### config.mk
export PLATFORM = sky130hd
export DESIGN_NAME = timer_ctrl
export DESIGN_NICKNAME = d
export VERILOG_FILES = /design/src/rtl/timer_ctrl.sv
export SDC_FILE = /design/constraint.sdc
export NUM_CORES = 1
export LEC_CHECK = 0
export BUFFER_PORTS_ARGS = -buffer_cell sky130_fd_sc_hd__buf_2
export CAP_MARGIN = 30
export CORE_ASPECT_RATIO = 0.6
export CORE_UTILIZATION = 50
export CTS_BUF_LIST = sky130_fd_sc_hd__clkbuf_4 sky130_fd_sc_hd__clkbuf_8 sky130_fd_sc_hd__clkbuf_16
export CTS_CLUSTER_SIZE = 8
export DETAILED_ROUTE_END_ITERATION = 16
export PLACE_DENSITY = 0.79
export SYNTH_ARGS = -nofsm -noshare
export SYNTH_HDL_FRONTEND = slang
export SYNTH_SLANG_ARGS = --single-unit
### constraint.sdc
create_clock -name clk -period 2.7 [get_ports clk]
set_input_delay 0.27 -clock clk [delete_from_list [all_inputs] [get_ports clk]]
set_output_delay 0.27 -clock clk [all_outputs]
set_load 0.1 [all_outputs]
### src/rtl/timer_ctrl.sv
// Timer sequencer: presets and starts an external timer, supervises busy/alarm,
// cuts the timer after each run and repeats the run cmd_repeat extra times.
module timer_ctrl #(
    parameter int unsigned WIDTH      = 16,
    parameter int unsigned CUT_CYCLES = 2,
    parameter int unsigned START_TMO  = 8
) (
    input  logic             clk,
    input  logic             cut_n,
    input  logic             cmd_valid,
    output logic             cmd_ready,
    input  logic             cmd_up,
    input  logic [WIDTH-1:0] cmd_sec,
    input  logic [WIDTH-1:0] cmd_min,
    input  logic [WIDTH-1:0] cmd_hour,
    input  logic [7:0]       cmd_repeat,
    input  logic             abort,
    output logic             tmr_write,
    output logic             tmr_start,
    output logic             tmr_up,
    output logic [WIDTH-1:0] tmr_insec,
    output logic [WIDTH-1:0] tmr_inmin,
    output logic [WIDTH-1:0] tmr_inhour,
    output logic             tmr_cut_n,
    input  logic             tmr_buzy_n,
    input  logic             tmr_alarm,
    output logic             done,
    output logic             aborted,
    output logic             err,
    output logic [7:0]       runs_left
);

    localparam logic [2:0] S_IDLE      = 3'd0;
    localparam logic [2:0] S_LOAD      = 3'd1;
    localparam logic [2:0] S_START     = 3'd2;
    localparam logic [2:0] S_WAIT_BUSY = 3'd3;
    localparam logic [2:0] S_RUN       = 3'd4;
    localparam logic [2:0] S_CUT       = 3'd5;

    localparam logic [1:0] END_DONE  = 2'd0;
    localparam logic [1:0] END_ABORT = 2'd1;
    localparam logic [1:0] END_ERR   = 2'd2;

    localparam int unsigned     TMO_W    = (START_TMO > 1) ? $clog2(START_TMO) : 1;
    localparam logic [TMO_W-1:0] TMO_LAST = TMO_W'(START_TMO - 1);
    localparam logic [3:0]       CUT_LAST = 4'(CUT_CYCLES - 1);

    logic [2:0]       state;
    logic [2:0]       state_nx;
    logic [TMO_W-1:0] wait_cnt;
    logic [3:0]       cut_cnt;
    logic             final_run;
    logic [1:0]       end_kind;

    logic cmd_bad;
    logic accept;
    logic reject;
    logic abort_hit;
    logic tmo_hit;
    logic alarm_hit;
    logic cut_exit;

    assign cmd_bad = (cmd_sec > WIDTH'(59)) || (cmd_min > WIDTH'(59));

    always_comb begin
        state_nx  = state;
        accept    = 1'b0;
        reject    = 1'b0;
        abort_hit = 1'b0;
        tmo_hit   = 1'b0;
        alarm_hit = 1'b0;
        cut_exit  = 1'b0;
        case (state)
            S_IDLE: begin
                if (cmd_valid && cmd_ready) begin
                    if (cmd_bad) begin
                        reject = 1'b1;
                    end else begin
                        accept   = 1'b1;
                        state_nx = S_LOAD;
                    end
                end
            end
            S_LOAD:  state_nx = S_START;
            S_START: state_nx = S_WAIT_BUSY;
            S_WAIT_BUSY: begin
                if (!tmr_buzy_n) begin
                    state_nx = S_RUN;
                end else if (wait_cnt == TMO_LAST) begin
                    tmo_hit  = 1'b1;
                    state_nx = S_CUT;
                end
            end
            S_RUN: begin
                if (tmr_alarm) begin
                    alarm_hit = 1'b1;
                    state_nx  = S_CUT;
                end
            end
            S_CUT: begin
                if (cut_cnt == CUT_LAST) begin
                    cut_exit = 1'b1;
                    state_nx = final_run ? S_IDLE : S_LOAD;
                end
            end
            default: state_nx = S_IDLE;
        endcase
        // Abort overrides any alarm or timeout seen in the same cycle.
        if (abort && (state == S_LOAD || state == S_START ||
                      state == S_WAIT_BUSY || state == S_RUN)) begin
            abort_hit = 1'b1;
            tmo_hit   = 1'b0;
            alarm_hit = 1'b0;
            state_nx  = S_CUT;
        end
    end

    // Strobes are registered from the next state so they line up with it.
    always_ff @(posedge clk or negedge cut_n) begin
        if (!cut_n) begin
            state      <= S_IDLE;
            cmd_ready  <= 1'b0;
            tmr_write  <= 1'b0;
            tmr_start  <= 1'b0;
            tmr_up     <= 1'b0;
            tmr_insec  <= '0;
            tmr_inmin  <= '0;
            tmr_inhour <= '0;
            tmr_cut_n  <= 1'b0;
            done       <= 1'b0;
            aborted    <= 1'b0;
            err        <= 1'b0;
            runs_left  <= '0;
            wait_cnt   <= '0;
            cut_cnt    <= '0;
            final_run  <= 1'b0;
            end_kind   <= END_DONE;
        end else begin
            state     <= state_nx;
            cmd_ready <= (state_nx == S_IDLE);
            tmr_write <= (state_nx == S_LOAD);
            tmr_start <= (state_nx == S_START);
            tmr_cut_n <= (state_nx != S_CUT);
            err       <= reject || tmo_hit;
            done      <= cut_exit && final_run && (end_kind == END_DONE);
            aborted   <= cut_exit && final_run && (end_kind == END_ABORT);
            wait_cnt  <= (state == S_WAIT_BUSY) ? wait_cnt + 1'b1 : '0;
            cut_cnt   <= (state == S_CUT) ? cut_cnt + 1'b1 : '0;

            if (accept) begin
                tmr_up     <= cmd_up;
                tmr_insec  <= cmd_sec;
                tmr_inmin  <= cmd_min;
                tmr_inhour <= cmd_hour;
                runs_left  <= cmd_repeat;
                final_run  <= 1'b0;
                end_kind   <= END_DONE;
            end
            if (abort_hit) begin
                final_run <= 1'b1;
                end_kind  <= END_ABORT;
            end
            if (tmo_hit) begin
                final_run <= 1'b1;
                end_kind  <= END_ERR;
            end
            if (alarm_hit) begin
                if (runs_left != 8'd0) begin
                    runs_left <= runs_left - 8'd1;
                end else begin
                    final_run <= 1'b1;
                end
            end
        end
    end

endmodule
==> results.json, run 1 <==
{
  "synth_area_leaders": "dfrtp_1 59%, mux2_4 11%, and2_1 4.2%",
  "grtUsageTotal_pct": 21.9,
  "end_kind": "register",
  "clk_pin_slew_worst_paths_ps": 80,
  "place.gp.congestion": 0.967,
  "dp_hpwl_um": 5080,
  "reg2reg_to": "tmr_inhour[7]",
  "root_buffer": "clkbuf_8",
  "path_cells": "nor2_4 -> nand4b_1 -> or3_2 -> buf_4 -> mux2_4",
  "max-slew-margin-rel_pct": 57.6,
  "die_w_um": 106,
  "final_nets": 451,
  "fillers": 487,
  "cpPeakStageDelay_ps": 530,
  "yosysSeqAreaShare_pct": 59.1,
  "yosys-top-cells-count": "77 x dfrtp_1, 24 x mux2_4, 22 x and2_1",
  "grt_max_degree": 78,
  "finalWirelength_um": 7190,
  "synthArstFlopShare_pct": 100,
  "clk_path_buf_depth": 2,
  "io_pins": 127,
  "place_area_um2": 3930,
  "fmax_ghz": 0.475,
  "antenna_found_initial": 0,
  "status": "finished, final reports clean",
  "holdCritPathClass": "primary input to register",
  "grt_pass1_wl_um": 11400,
  "pwr_density_cell_nw_per_um2": 730,
  "drv_cap": 0,
  "htreeDepth": 3,
  "grt_overflow": 0,
  "clock_skew_ps": 9.57,
  "drive_gt1_share_pct": 46.3,
  "path_max_fanout": 34,
  "drcViolationCount": 0,
  "yosysTopAreaCell": "dfrtp_1",
  "crit_start": "state[0]",
  "synth.ff_latch_count": 77,
  "fin_area_um2": 4140,
  "synthToLayoutAreaGrowth_pct": 27.1,
  "synth_top_area_share_pct": 59.1,
  "cts_tree": "built",
  "p_leak_nw": 2.34,
  "rsz0062_at_grt": "no",
  "io_buffers": 126,
  "min_to": "tmr_inhour[5]",
  "avgSynthCellArea_um2": 13.1,
  "peakVddDrop_mv": 0.654,
  "viasPerCell": 5.14,
  "drt_iter0_drc": 98,
  "initial_core_util_pct": 52.6,
  "ys_types": 42,
  "ff2ff_setup_slack_ps": 600,
  "hp-start": "cmd_hour[5]",
  "finalSetupViolCount": 0,
  "multiInputGateArea_um2": 1220,
  "syn_nets": 318,
  "clock_sinks": 77,
  "drtAntennaViolNets": 0,
  "synthFlopType": "dfrtp_1",
  "rows": 22,
  "grt_pass1_vias": 2281,
  "worstPathArrival_ps": 2340,
  "syn-cell-area_um2": 3260,
  "r2r-start": "state[0]",
  "die_y_um": 64.5,
  "crit_type": "register to register",
  "netlist_instances": 249,
  "final.setup.tns_ps": 0,
  "avgRoutedWirePerCell_um": 15.3,
  "numCtsBuffers": 9,
  "hold_viol_final": 0,
  "cts_setup_buffers": 0,
  "fin_crit_ps": 2100,
  "worst_ep_required_time_ps": 2940,
  "placeableCoreArea_um2": 6190,
  "synth.most_common_cell": "dfrtp_1",
  "holdPathStages": 2,
  "rr_worst_depth": 5,
  "worstMarginPinSlew_ps": 620,
  "ff_latch_area_um2": 1930,
  "num_vias": 2423,
  "fin_crit_sh_pct": 77.9,
  "synth_edf_count": 0,
  "cp-start-kind": "register",
  "diodes": 0,
  "ctsHoldBuffers": 0,
  "cp_slowest_cell": "or3_2",
  "yosys_warnings": 0,
  "slew_violations": 0,
  "first_pass_iters": 4,
  "clk-insertion-delay-late_ps": 350,
  "post_cts_resized": 0,
  "dieArea_um2": 6860
}
-- metal layers --
| layer | global-route usage, % | share of wire, % | vias up |
|---|---|---|---|
| met2 | 31.2 | 43 | 112 |
| met3 | 7.04 | 8.0 | 10 |
| met4 | 5.21 | 0.97 | 0 |
| met5 | 0 | 0 | - |
| met1 | 32.5 | 48 | 1157 |
| li1 | - | - | 1144 |
-- registers in the layout (all words and copies together) (netlist names) --
signal / flops
end_kind: 2
done: 1
err: 1
aborted: 1
tmr_insec: 16
final_run: 1
tmr_inmin: 16
cmd_ready: 1
tmr_cut_n: 1
wait_cnt: 3
tmr_write: 1
tmr_start: 1
cut_cnt: 4
tmr_inhour: 16
runs_left: 8
state: 3
tmr_up: 1
-- where the power goes --
group | switching (W) | leakage, nW | internal, W
sequential | 0.0000989 | 1.05 | 0.00124
combinational | 0.000676 | 1.20 | 0.000240
clock | 0.000418 | 0.0864 | 0.000356
-- worst max-delay path by stage --
stage	depth (start not counted)	end	slack [ps]
finish	5	tmr_inhour[7]	600
global route	7	runs_left[3]	430
CTS	7	runs_left[3]	600
detailed placement	6	tmr_inhour[9]	510
global placement	6	tmr_inhour[12]	510
floorplan	7	runs_left[3]	170
-- layout make-up --
cell class                 instances  area share, %
tap                               84           2.54
clock buffer                      11           3.35
inverter                           5          0.453
sequential                        77           46.5
timing repair buffer             131           16.7
multi-input combinational        158           29.5
clock inverter                     5          0.906
-- stage by stage --
step / hold slack (ps) / setup WS (ps) / util (%) / instances / power (W)
finish: 148 / 597 / 66.9 / 471 / 0.00303
global route: 132 / 434 / 66.9 / 471 / 0.00318
CTS: 80.5 / 595 / 66.3 / 469 / 0.00303
detailed placement: 450 / 513 / 63.4 / 453 / 0.00226
global placement: 433 / 515 / 63.4 / 453 / 0.00224
floorplan: -25.6 / 173 / - / 249 / 0.00206
-- worst max-delay path, delay by kind of cell, from the launching register on --
family / cells / cell delay (ps)
buffers and inverters: 1 / 280
AND/OR/NAND/NOR: 3 / 870
flip-flops: 1 / 490
multiplexers: 1 / 350
-- cells in the final DEF, fill, tap and decap left out, types with 2 or more instances in the layout --
cell type and count:
a211oi_1 5, a21oi_1 2, and2_1 22, buf_2 125, buf_4 4, clkbuf_4 2, clkbuf_8 9, clkinv_4 2
clkinvlp_4 2, dfrtp_1 77, ha_1 6, inv_1 5, mux2_2 5, mux2_4 24, mux2i_1 2, nand2_1 15
nand2b_1 2, nand3_1 6, nand4_1 5, nor2_1 17, nor3_1 8, nor4_1 6, nor4b_1 2, o211ai_1 2
o21ai_0 9, xnor2_1 2
-- cells by family after synthesis --
logic type                 share of synthesized area [%]
AOI/OAI and AO/OA                                   5.37
xor gates and xnor gates                           0.806
adders and majority gates                           2.30
buffers and inverters                               3.45
DFF                                                 59.1
muxes                                               13.4
and+or+nand+nor                                     15.5
(Power assumes the default switching activity.)
==> inputs of run 2 (changes only) <==
CORE_UTILIZATION = 48   (was 50)
PLACE_DENSITY = 0.76   (was 0.79)
clock period = 2.1 ns   (was 2.7 ns; I/O delays follow)
==> results.json, run 2 (synthesis gave the netlist of run 1 again) <==
{
  "status": "finished, final reports clean",
  "initial_core_util_pct": 51.5,
  "numCtsBuffers": 9,
  "pwr_density_cell_nw_per_um2": 1070,
  "path_max_fanout": 6,
  "final_common_cell": "buf_2",
  "wl_met3_um": 678,
  "io_buffers": 126,
  "dp_hpwl_um": 5210,
  "clk_pin_slew_worst_paths_ps": 60,
  "worstMarginPinSlew_ps": 691,
  "largestRegisters": "tmr_inhour: 16 flops, tmr_inmin: 16 flops, tmr_insec: 16 flops",
  "finalWirelength_um": 7220,
  "clock_sinks": 77,
  "peakVddDrop_mv": 0.972,
  "cp_slowest_cell": "dfrtp_4",
  "hold_viol_final": 0,
  "final_nets": 458,
  "worst_ep_required_time_ps": 2290,
  "drt_iter0_drc": 128,
  "die_w_um": 108,
  "worstPathArrival_ps": 2230,
  "first_pass_iters": 4,
  "num_vias": 2392,
  "max-slew-margin-rel_pct": 53.9,
  "final.setup.tns_ps": 0,
  "clk_path_buf_depth": 2,
  "viasPerCell": 5.00,
  "final_cell_mix": "125 x buf_2, 71 x dfrtp_1, 24 x mux2_4",
  "holdCritPathClass": "primary input to register",
  "io_pins": 127,
  "path_cells": "inv_4 -> ha_1 -> or4b_4 -> o2111a_2 -> nor4b_2 -> nor3_1 -> a211oi_1",
  "fin_crit_ps": 2040,
  "cp_num_cells": 7,
  "met1Wirelength_um": 3490,
  "clk-insertion-delay-late_ps": 320,
  "crit_buf_inv": 1,
  "slew_violations": 0,
  "top_layer": "met4",
  "finalSetupViolCount": 0,
  "grt_pass1_wl_um": 11100,
  "grt_overflow": 0,
  "hold_ws_ps": 112,
  "drcViolationCount": 0,
  "p_leak_nw": 2.44,
  "fillers": 479,
  "synthToLayoutAreaGrowth_pct": 33.6,
  "drtAntennaViolNets": 0,
  "placeableCoreArea_um2": 6330,
  "multiInputGateArea_um2": 1230,
  "fin_crit_sh_pct": 97.4,
  "antenna_found_initial": 0,
  "fmax_ghz": 0.489,
  "cp-start-kind": "register",
  "ff_latch_area_um2": 1940,
  "cts_tree": "built",
  "avgRoutedWirePerCell_um": 15.1,
  "dieArea_um2": 7130,
  "place.gp.congestion": 0.799,
  "dr_wl_met2_um": 2980,
  "diodes": 0,
  "drv_cap": 0,
  "rows": 22,
  "critical-path-top-delay-family": "simple AND/OR/NAND/NOR gates",
  "crit_type": "register to register",
  "grt_pass1_vias": 2186,
  "holdPathStages": 2,
  "die_y_um": 65.8,
  "clock_skew_ps": 3.09,
  "grt_max_degree": 58,
  "drive_gt1_share_pct": 49.7,
  "htreeDepth": 3,
  "end_kind": "register",
  "grtUsageTotal_pct": 20.8,
  "cpPeakStageDelay_ps": 490,
  "rr_worst_depth": 7,
  "root_buffer": "clkbuf_16",
  "final_util_pct": 68.8
}
[run 2: cell count changes in the layout (fill, tap and decap cells not counted), sizes merged]
| cell | previous run | this run |
|---|---|---|
| buf | 130 | 137 |
| bufinv | 0 | 2 |
| clkbuf | 11 | 10 |
| clkinv | 3 | 2 |
| clkinvlp | 2 | 1 |
| inv | 5 | 6 |
[run 2: final cells by class]
class | instances | area share, %
Inverter | 5 | 0.546
Sequential cell | 77 | 44.5
Clock buffer | 10 | 5.34
Clock inverter | 6 | 1.98
Timing Repair Buffer | 138 | 17.0
Multi-Input combinational cell | 158 | 28.2
Tap cell | 84 | 2.41
[run 2: stage by stage]
step,power (W),std cells,instance area [um2],setup slack (ps)
after CTS,0.00462,474,4310,30.9
after detailed placement,0.00297,457,3980,44.8
after global routing,0.00487,478,4350,-15.7
final,0.00465,478,4350,55.1
after floorplan,0.00266,249,3270,-86.0
after global placement,0.00296,457,3980,95.0
[run 2: final timing paths]
path,from,end,slack (ps)
max,runs_left[0],runs_left[3],60
min,cmd_sec[1],tmr_insec[1],110
max reg2reg,runs_left[0],runs_left[3],60
min reg2reg,wait_cnt[0],wait_cnt[0],430
max in group asynchronous,cut_n,tmr_inhour[2],890
min in group asynchronous,cut_n,tmr_insec[7],470
[run 2: repair_timing]
| action | in CTS | in global routing |
|---|---|---|
| hold buffers | 1 | 0 |
| setup endpoints to repair | 0 | 1 |
| endpoints found under the hold margin | 56 | 0 |
| resized for setup | 0 | 3 |
| setup buffers | 0 | 4 |
[run 2: layer usage]
metal  global-route usage (%)  up-vias
met5                        0        -
met4                     5.41        0
met3                     6.70        8
met2                     28.3      104
met1                     31.7     1119
li1                         -     1161
[run 2: power breakdown]
group	internal, W	total (W)	switching, W
Sequential	0.00160	0.00170	0.0000947
Combinational	0.000393	0.00132	0.000929
Clock	0.00105	0.00163	0.000578
Total	0.00305	0.00465	0.00160
